$ cat config.mk
export PLATFORM = sky130hd
export DESIGN_NAME = id_issue_ctrl_flat
export DESIGN_NICKNAME = d
export VERILOG_FILES = /design/src/rtl/id_issue_ctrl_pkg.sv /design/src/rtl/id_issue_ctrl_if.sv /design/src/rtl/id_issue_ctrl_scoreboard.sv /design/src/rtl/id_issue_ctrl.sv /design/src/flat_wrapper.sv
export SDC_FILE = /design/constraint.sdc
export NUM_CORES = 1
export LEC_CHECK = 0
export ABC_AREA = 1
export BUFFER_PORTS_ARGS = -buffer_cell sky130_fd_sc_hd__buf_2
export CAP_MARGIN = 20
export CORE_UTILIZATION = 50
export DETAILED_ROUTE_END_ITERATION = 16
export HOLD_SLACK_MARGIN = 0.06
export PLACE_DENSITY = 0.76
export SLEW_MARGIN = 10
export SYNTH_ARGS = -nofsm -noshare
export SYNTH_HDL_FRONTEND = slang
export SYNTH_HIERARCHICAL = 1
export SYNTH_SLANG_ARGS = --single-unit
$ cat constraint.sdc
create_clock -name clk -period 2.62 [get_ports clk]
set_clock_uncertainty 0.15 [all_clocks]
set_input_delay 0.262 -clock clk [delete_from_list [all_inputs] [get_ports clk]]
set_output_delay 0.262 -clock clk [all_outputs]
set_load 0.1 [all_outputs]
$ cat src/rtl/id_issue_ctrl_pkg.sv
// Shared definitions for the decode-side issue/hazard controller.
package id_issue_ctrl_pkg;
  localparam int DEF_REG_W      = 6;
  localparam int DEF_FWD_STAGES = 2;
  localparam int DEF_SB_DEPTH   = 4;
  localparam int DEF_LAT_W      = 5;

  // Forward-select encoding: 0 reads the regfile, k forwards from downstream stage k.
  localparam int FWD_FROM_RF    = 0;

  localparam logic [31:0] STALL_CNT_MAX = 32'hFFFF_FFFF;
endpackage

$ cat src/rtl/id_issue_ctrl_if.sv
// Decode/hazard bundle between the decode stage (master) and the issue controller (slave).
interface id_issue_ctrl_if #(
  parameter int REG_W      = 6,
  parameter int FWD_STAGES = 2,
  parameter int LAT_W      = 5
);
  localparam int FSEL_W = $clog2(FWD_STAGES + 1);

  logic                        id_vld;
  logic [REG_W-1:0]            id_rs1;
  logic [REG_W-1:0]            id_rs2;
  logic [REG_W-1:0]            id_rd;
  logic                        id_long;
  logic [LAT_W-1:0]            id_lat;
  logic                        flush;
  logic [FWD_STAGES-1:0]       stg_vld;
  logic [FWD_STAGES*REG_W-1:0] stg_rd;
  logic [FWD_STAGES-1:0]       stg_load;
  logic [FSEL_W-1:0]           forw_rs1;
  logic [FSEL_W-1:0]           forw_rs2;
  logic                        stall;
  logic                        issue;
  logic                        sb_full;
  logic [31:0]                 stall_cnt;

  modport master (
    output id_vld, id_rs1, id_rs2, id_rd, id_long, id_lat, flush,
           stg_vld, stg_rd, stg_load,
    input  forw_rs1, forw_rs2, stall, issue, sb_full, stall_cnt
  );

  modport slave (
    input  id_vld, id_rs1, id_rs2, id_rd, id_long, id_lat, flush,
           stg_vld, stg_rd, stg_load,
    output forw_rs1, forw_rs2, stall, issue, sb_full, stall_cnt
  );
endinterface

$ cat src/rtl/id_issue_ctrl_scoreboard.sv
// Scoreboard of in-flight multi-cycle ops: per-entry latency countdown, hit query, lowest-free allocation.
module issue_scoreboard #(
  parameter int REG_W    = 6,
  parameter int SB_DEPTH = 4,
  parameter int LAT_W    = 5
) (
  input  logic             clk,
  input  logic             rst,
  input  logic [REG_W-1:0] q_rs1,
  input  logic [REG_W-1:0] q_rs2,
  input  logic [REG_W-1:0] q_rd,
  input  logic             alloc,
  input  logic [REG_W-1:0] alloc_rd,
  input  logic [LAT_W-1:0] alloc_lat,
  output logic             hit,
  output logic             full
);
  localparam int IDX_W = (SB_DEPTH > 1) ? $clog2(SB_DEPTH) : 1;

  logic [SB_DEPTH-1:0] ent_vld;
  logic [LAT_W-1:0]    ent_cnt [SB_DEPTH];
  logic [REG_W-1:0]    ent_rd  [SB_DEPTH];
  logic [IDX_W-1:0]    free_idx;
  logic                any_free;

  // Descending scan so the lowest-index free entry is the one left selected.
  always_comb begin
    free_idx = '0;
    any_free = 1'b0;
    for (int i = SB_DEPTH - 1; i >= 0; i--) begin
      if (!ent_vld[i]) begin
        free_idx = IDX_W'(i);
        any_free = 1'b1;
      end
    end
  end

  always_comb begin
    hit = 1'b0;
    for (int i = 0; i < SB_DEPTH; i++) begin
      if (ent_vld[i] && ((q_rs1 != '0 && ent_rd[i] == q_rs1) ||
                         (q_rs2 != '0 && ent_rd[i] == q_rs2) ||
                         (q_rd  != '0 && ent_rd[i] == q_rd)))
        hit = 1'b1;
    end
  end

  assign full = !any_free;

  always_ff @(posedge clk or negedge rst) begin
    if (!rst) begin
      ent_vld <= '0;
      for (int i = 0; i < SB_DEPTH; i++) ent_cnt[i] <= '0;
    end else begin
      for (int i = 0; i < SB_DEPTH; i++) begin
        if (ent_vld[i]) begin
          ent_cnt[i] <= ent_cnt[i] - LAT_W'(1);
          if (ent_cnt[i] == LAT_W'(1)) ent_vld[i] <= 1'b0;
        end
        if (alloc && any_free && free_idx == IDX_W'(i)) begin
          ent_vld[i] <= 1'b1;
          ent_cnt[i] <= alloc_lat;
        end
      end
    end
  end

  // Destination ids are payload only; validity is carried by ent_vld.
  always_ff @(posedge clk) begin
    for (int i = 0; i < SB_DEPTH; i++) begin
      if (alloc && any_free && free_idx == IDX_W'(i)) ent_rd[i] <= alloc_rd;
    end
  end
endmodule

$ cat src/rtl/id_issue_ctrl.sv
// Issue/hazard controller beside decode: forwarding select, load-use and scoreboard stalls, stall counter.
module id_issue_ctrl
  import id_issue_ctrl_pkg::*;
#(
  parameter int REG_W      = DEF_REG_W,
  parameter int FWD_STAGES = DEF_FWD_STAGES,
  parameter int SB_DEPTH   = DEF_SB_DEPTH,
  parameter int LAT_W      = DEF_LAT_W
) (
  input  logic           clk,
  input  logic           rst,
  id_issue_ctrl_if.slave bus
);
  localparam int FSEL_W = $clog2(FWD_STAGES + 1);

  logic [FSEL_W-1:0] fwd1, fwd2;
  logic              load_use, sb_hit, sb_full, stall_raw, go, alloc;
  logic [31:0]       stall_cnt_q;

  function automatic logic [31:0] sat_inc(input logic [31:0] v);
    return (v == STALL_CNT_MAX) ? v : v + 32'd1;
  endfunction

  // Oldest stage first so a younger match overwrites it and wins.
  always_comb begin
    fwd1 = FSEL_W'(FWD_FROM_RF);
    fwd2 = FSEL_W'(FWD_FROM_RF);
    for (int k = FWD_STAGES - 1; k >= 0; k--) begin
      if (bus.stg_vld[k] && bus.id_rs1 != '0 && bus.stg_rd[k*REG_W +: REG_W] == bus.id_rs1)
        fwd1 = FSEL_W'(k + 1);
      if (bus.stg_vld[k] && bus.id_rs2 != '0 && bus.stg_rd[k*REG_W +: REG_W] == bus.id_rs2)
        fwd2 = FSEL_W'(k + 1);
    end
  end

  assign load_use = bus.stg_vld[0] && bus.stg_load[0] && bus.stg_rd[REG_W-1:0] != '0 &&
                    (bus.stg_rd[REG_W-1:0] == bus.id_rs1 || bus.stg_rd[REG_W-1:0] == bus.id_rs2);

  assign stall_raw = load_use || sb_hit || (bus.id_long && sb_full);
  assign go        = rst && bus.id_vld && !bus.flush;

  assign bus.stall    = go && stall_raw;
  assign bus.issue    = go && !stall_raw;
  assign bus.forw_rs1 = rst ? fwd1 : '0;
  assign bus.forw_rs2 = rst ? fwd2 : '0;
  assign bus.sb_full  = sb_full;
  assign alloc        = bus.issue && bus.id_long && bus.id_rd != '0;

  issue_scoreboard #(
    .REG_W    (REG_W),
    .SB_DEPTH (SB_DEPTH),
    .LAT_W    (LAT_W)
  ) u_sb (
    .clk       (clk),
    .rst       (rst),
    .q_rs1     (bus.id_rs1),
    .q_rs2     (bus.id_rs2),
    .q_rd      (bus.id_rd),
    .alloc     (alloc),
    .alloc_rd  (bus.id_rd),
    .alloc_lat (bus.id_lat),
    .hit       (sb_hit),
    .full      (sb_full)
  );

  always_ff @(posedge clk or negedge rst) begin
    if (!rst)           stall_cnt_q <= '0;
    else if (bus.stall) stall_cnt_q <= sat_inc(stall_cnt_q);
  end

  assign bus.stall_cnt = stall_cnt_q;
endmodule

$ cat src/flat_wrapper.sv
// flat-port wrapper written by rule: the top's interface ports become plain ports
module id_issue_ctrl_flat import id_issue_ctrl_pkg::*;
#(
  parameter int REG_W      = DEF_REG_W,
  parameter int FWD_STAGES = DEF_FWD_STAGES,
  parameter int SB_DEPTH   = DEF_SB_DEPTH,
  parameter int LAT_W      = DEF_LAT_W
)
  (clk, rst, bus_id_vld, bus_id_rs1, bus_id_rs2, bus_id_rd, bus_id_long, bus_id_lat, bus_flush, bus_stg_vld, bus_stg_rd, bus_stg_load, bus_forw_rs1, bus_forw_rs2, bus_stall, bus_issue, bus_sb_full, bus_stall_cnt);
  id_issue_ctrl_if #(.REG_W(REG_W), .FWD_STAGES(FWD_STAGES), .LAT_W(LAT_W)) bus_i ();
  input  logic clk;
  input  logic rst;
  input wire logic [$bits(bus_i.id_vld)-1:0] bus_id_vld;
  input wire logic [$bits(bus_i.id_rs1)-1:0] bus_id_rs1;
  input wire logic [$bits(bus_i.id_rs2)-1:0] bus_id_rs2;
  input wire logic [$bits(bus_i.id_rd)-1:0] bus_id_rd;
  input wire logic [$bits(bus_i.id_long)-1:0] bus_id_long;
  input wire logic [$bits(bus_i.id_lat)-1:0] bus_id_lat;
  input wire logic [$bits(bus_i.flush)-1:0] bus_flush;
  input wire logic [$bits(bus_i.stg_vld)-1:0] bus_stg_vld;
  input wire logic [$bits(bus_i.stg_rd)-1:0] bus_stg_rd;
  input wire logic [$bits(bus_i.stg_load)-1:0] bus_stg_load;
  output wire logic [$bits(bus_i.forw_rs1)-1:0] bus_forw_rs1;
  output wire logic [$bits(bus_i.forw_rs2)-1:0] bus_forw_rs2;
  output wire logic [$bits(bus_i.stall)-1:0] bus_stall;
  output wire logic [$bits(bus_i.issue)-1:0] bus_issue;
  output wire logic [$bits(bus_i.sb_full)-1:0] bus_sb_full;
  output wire logic [$bits(bus_i.stall_cnt)-1:0] bus_stall_cnt;
  assign bus_i.id_vld = bus_id_vld;
  assign bus_i.id_rs1 = bus_id_rs1;
  assign bus_i.id_rs2 = bus_id_rs2;
  assign bus_i.id_rd = bus_id_rd;
  assign bus_i.id_long = bus_id_long;
  assign bus_i.id_lat = bus_id_lat;
  assign bus_i.flush = bus_flush;
  assign bus_i.stg_vld = bus_stg_vld;
  assign bus_i.stg_rd = bus_stg_rd;
  assign bus_i.stg_load = bus_stg_load;
  assign bus_forw_rs1 = bus_i.forw_rs1;
  assign bus_forw_rs2 = bus_i.forw_rs2;
  assign bus_stall = bus_i.stall;
  assign bus_issue = bus_i.issue;
  assign bus_sb_full = bus_i.sb_full;
  assign bus_stall_cnt = bus_i.stall_cnt;
  id_issue_ctrl #(.REG_W(REG_W), .FWD_STAGES(FWD_STAGES), .SB_DEPTH(SB_DEPTH), .LAT_W(LAT_W)) u_core (.clk(clk), .rst(rst), .bus(bus_i));
endmodule
# [Word-level counts from Yosys, hierarchy flattened]
# Memories as Yosys holds them, arrays and structs flattened.
# Index checks and enable logic that the tools add are counted.
[op_classes] add_sub_neg=5 eq_ne=24 muxes=55 bitwise_logic=1 n_reduce_logical=66
[ops] cell="6-bit equality test" n=16
[ops] cell="5-bit 2-to-1 mux" n=8
[ops] cell="1-bit logical AND" n=39
[ops] cell="32-bit by 1-bit adder with 32-bit output, second input constant" n=1
[ops] cell="32-bit equality test, second input constant" n=1
[ops] cell="1-bit 2-to-1 mux" n=31
[ops] cell="2-bit 2-to-1 mux" n=13
[ops] cell="6-bit nonzero test" n=4
[ops] cell="5-bit by 1-bit equality test with 1-bit output, second input constant" n=4
[ops] cell="5-bit by 1-bit subtractor with 5-bit output, second input constant" n=4
[ops] cell="6-bit 2-to-1 mux" n=3
[ops] cell="6-bit OR reduction" n=3
[ops] cell="1-bit logical OR" n=11
[ops] cell="2-bit nonzero test" n=4
[ops] cell="2-bit equality test, second input constant" n=2
[ops] cell="1-bit zero test" n=3
[ops] cell="2-bit by 1-bit equality test with 1-bit output, second input constant" n=1
[ops] cell="2-bit zero test" n=1
[ops] cell="2-bit AND reduction" n=1
[ops] cell="1-bit NOT" n=1
[totals] register_bits=56 ram_bits=24 inputBits=44 output_inout_bits=39 wordCells=158 memories=1
[memory_table] name="u_core.u_sb.ent_rd" depth=4 word_bits=6 rd=4 rd_clocked_by_memory_dff=0 wr=1 line_no="id_issue_ctrl_scoreboard.sv:22" text="logic [REG_W-1:0] ent_rd [SB_DEPTH];"

# [Logic depth before layout (Yosys ltp)]
[depth] ltp_word=23 mapped_depth=24 mapped_depth_nobuf=22

# [Hierarchy]
# Netlist, hierarchy kept.
[by_module_without_submodules] mod="issue_scoreboard" n_inst=1 cells_per_inst=386 area_per_inst_um2=3231.8 seq_area_each_um2=1321.3
[by_module_without_submodules] mod="id_issue_ctrl" n_inst=1 cells_per_inst=502 area_per_inst_um2=2932.8 seq_area_each_um2=800.8

# [Least setup slack after synthesis]
# No wires, ideal clock.
[synth_path] kind="register to output" from="reg u_core.u_sb.ent_vld[2]" to="out bus_stall" t_arrival_ns=5.515 required_time_ns=2.208 path_slack_ns=-3.307 stages_incl_launch_ff=5 path_buffers=0 path_cell_list="dfrtp_1 > inv_1 > nor4_1 > a21oi_1 > a21oi_1"
[synth_between] elab_chain_cells=7 elab_cells_between_ends=11 classes_between="mux (5); reduce/logical (6)"
[synth_lines] item="start: declaration" line_no="id_issue_ctrl_scoreboard.sv:20" text="logic [SB_DEPTH-1:0] ent_vld;"
[synth_lines] item="start signal: assignment" line_no="id_issue_ctrl_scoreboard.sv:52" text="ent_vld <= '0;"
[synth_lines] item="start signal: indexed assignment" line_no="id_issue_ctrl_scoreboard.sv:58" text="if (ent_cnt[i] == LAT_W'(1)) ent_vld[i] <= 1'b0;"
[synth_lines] item="start signal: indexed assignment" line_no="id_issue_ctrl_scoreboard.sv:61" text="ent_vld[i] <= 1'b1;"
[synth_lines] item="1-bit 2-to-1 mux (3 in a row)" line_no="id_issue_ctrl_scoreboard.sv:31" text="if (!ent_vld[i]) begin"
[synth_lines] item="1-bit zero test" line_no="id_issue_ctrl_scoreboard.sv:48" text="assign full = !any_free;"
[synth_lines] item="named net bus_sb_full" line_no="flat_wrapper.sv:27" text="output wire logic [$bits(bus_i.sb_full)-1:0] bus_sb_full;"
[synth_lines] item="1-bit logical AND" line_no="id_issue_ctrl.sv:39" text="assign stall_raw = load_use || sb_hit || (bus.id_long && sb_full);"
[synth_lines] item="1-bit logical OR" line_no="id_issue_ctrl.sv:39"
[synth_lines] item="1-bit logical AND" line_no="id_issue_ctrl.sv:42" text="assign bus.stall = go && stall_raw;"
[synth_lines] item="end: declaration" line_no="flat_wrapper.sv:25" text="output wire logic [$bits(bus_i.stall)-1:0] bus_stall;"
# The timed path passes the listed nets, and every way through them passes these cells.

==> flow_summary.ini <==
[placed_design]
io_buffer_count = 81
pre_cts_ws_ns = -0.0141
dpl_cell_area_um2 = 7180
gp_congestion = 0.928
dp_hpwl_um = 11900

[power_and_ir_drop]
cellPowerDensity_nw_per_um2 = 562
irDropWorstVdd_mv = 0.414
p_leak_nw = 3.58

[synthesis]
synth.top_cell.area_share = 0.227
avgSynthCellArea_um2 = 6.94
syn_nets = 941
synth_top_flop_cell = dfrtp_1
synth_common_cells = nand2_1 (303), nor2_1 (105), inv_1 (93)
yosysSeqAreaShare = 0.344
synth_top_cell_by_area = dfrtp_1
synthesis.instances = 888
synth_edf_count = 24
ys.warnings.count = 6
synthArstFlopShare = 0.700
yosysUniqueCellTypes = 38
ys_top_cells_by_area = dfrtp_1 (23%), nand2_1 (18%), edfxtp_1 (12%)
yosys_register_bits = 80
yosysMostFrequentCell = nand2_1
synth_area_um2 = 6160

[critical_path]
required_ns = 2.21
cp-start-kind = flip-flop
crit_path_end_kind = output pin
crit_arrival_ns = 2.25
critical_path_class = reg -> out
path_max_fanout = 3

[final_layout]
antennaDiodeCount = 0
final_cell_area_um2 = 7640
nNetsFinal = 1052
nFillCells = 1023
ff_latch_area_um2 = 2120
drive_gt1_frac = 0.213
multiInputGateArea_um2 = 3640
area_growth_pct = 24.0
fin_util = 0.636

[clocking]
tritoncts = done
cts_sinks = 80
numCtsBuffers = 9
clkLatencyLatePin_ns = 0.34
cts_root_buf = clkbuf_16
clockBufferDepth = 2
clk_pin_slew_ns = 0.06
cts_max_level = 3

[detailed_routing]
firstDrtPassIters = 5
routed_via_density = 5.28
drt_iter0_drc = 518
routedWlPerCell_um = 14.1
via_count = 6075
ant_nets = 0
wl_um = 16300
drc = 0

[sta]
fin_crit_ns = 2.66
hold_viol_final = 0
rsz0062_at_grt = true
postLayoutSetupSlackWorst_ns = -0.0410
setup_violations = 15
fmax_mhz = 376
relSlewSlack = 0.525
fin_tns_setup_ns = -0.272
final_max_slew_viol_count = 0
worstMarginPinSlew_ns = 0.712
post-route-period-util = 1.02

[floorplanning]
die_w_um = 113
initial_core_util = 0.513
coreArea_um2 = 12000
fp-row-count = 40
dieArea_um2 = 12800
ios = 83
die_h_um = 113

[grt]
grt_first_pass_wirelength_um = 26400
grt_max_degree = 57
grt_pass1_vias = 5625
grtUsageTotal = 0.258
grt-ovfl-total = 0
antenna_found_initial = 0

[status]
violations = negative setup slack
status = complete, but fails checks

[worst_hold_path]
hp-class = in -> reg

[run]
max_cap_violations = 0
-- where the power goes --
| group | switching, mW | internal (mW) |
|---|---|---|
| registers | 0.188 | 1.47 |
| logic | 0.787 | 0.508 |
| clock network | 0.513 | 0.833 |
-- per-stage QoR --
stage               hold slack (ns)  power [mW]  std cells
global route                 0.0954        4.54       1151
CTS                          0.0681        4.26       1146
finish                       0.0799        4.30       1151
global placement              0.346        2.87       1129
floorplan                    -0.184        2.56        888
detailed placement            0.351        2.91       1129
-- cell usage in the layout (no fill, tap or decap), types with 17 or more instances in the layout --
| cell | count |
|---|---|
| buf_4 | 36 |
| edfxtp_1 | 24 |
| dfrtp_1 | 54 |
| nor2_1 | 101 |
| nand3_1 | 39 |
| nand2_1 | 297 |
| inv_1 | 88 |
| buf_2 | 75 |
| inv_2 | 17 |
| nand4_1 | 36 |
| xnor2_1 | 76 |
-- area by class of cell --
class,count,area share
Clock buffer,9,0.0295
Multi-Input combinational cell,671,0.476
Sequential cell,80,0.278
Tap cell,147,0.0241
Clock inverter,7,0.0126
Inverter,106,0.0537
Timing Repair inverter,1,0.000655
Timing Repair Buffer,130,0.126
-- repair_timing --
item | CTS | global route
setup buffers | 0 | 5
cloned | 0 | 1
gates resized for setup | 1 | 23
hold buffers | 1 | 0
hold endpoints to repair | 1 | 0
pin swaps | 0 | 6
endpoints found under the setup margin | 1 | 47
-- sequential cells by signal, indices dropped and copies added (netlist names) --
| register | count |
|---|---|
| u_core/bus.stall_cnt | 32 |
| u_core/u_sb/ent_rd | 24 |
| u_core/u_sb/ent_cnt | 20 |
| u_core/u_sb/ent_vld | 4 |
-- cells by family after synthesis --
logic type | Yosys count | synth area share
AO/OA/AOI/OAI | 38 | 0.0422
XOR/XNOR | 86 | 0.122
adder cells (fa/ha/maj) | 9 | 0.0183
buffers and inverters | 137 | 0.0905
flip-flops | 80 | 0.344
AND/OR/NAND/NOR | 538 | 0.383
-- path summary, 6_finish.rpt --
path | from | to | slack [ns] | depth (start not counted)
worst max-delay path | u_core/u_sb/ent_rd[2][5]$_DFFE_PP_ | bus_issue | -0.04 | 14
worst min-delay path | bus_id_lat[1] | u_core/u_sb/ent_cnt[6]$_DFFE_PN0P_ | 0.08 | 3
worst max register to register | u_core/u_sb/ent_rd[2][5]$_DFFE_PP_ | u_core/u_sb/ent_rd[3][4]$_DFFE_PP_ | -0.03 | 18
worst min register to register | u_core/u_sb/ent_cnt[4]$_DFFE_PN0P_ | u_core/u_sb/ent_cnt[4]$_DFFE_PN0P_ | 0.38 | 1
max in group asynchronous | rst | u_core/u_sb/ent_vld[0]$_DFF_PN0_ | 1.61 | 3
min in group asynchronous | rst | u_core/bus.stall_cnt[3]$_DFFE_PN0P_ | 0.19 | 3
-- worst max-delay path: stages, from the launching register on --
cell	delay [ns]
edfxtp_1	0.46
xnor2_1	0.17
nand2_1	0.08
nor2_1	0.05
nand2_1	0.06
nand3_1	0.07
nand2_1	0.07
nand2_1	0.06
inv_1	0.07
nand2_2	0.07
a21oi_2	0.16
nand2_2	0.11
buf_6	0.15
nor2_4	0.14
buf_12	0.19
-- metal layers --
| metal | part of all wire | up-vias | GRT usage |
|---|---|---|---|
| met5 | 0 | - | 0 |
| met4 | 0.018 | 0 | 0.0895 |
| met3 | 0.062 | 28 | 0.0273 |
| met2 | 0.48 | 236 | 0.437 |
| met1 | 0.44 | 2778 | 0.345 |
| li1 | - | 3033 | - |
Note: power is estimated with default switching activity, not from simulation.
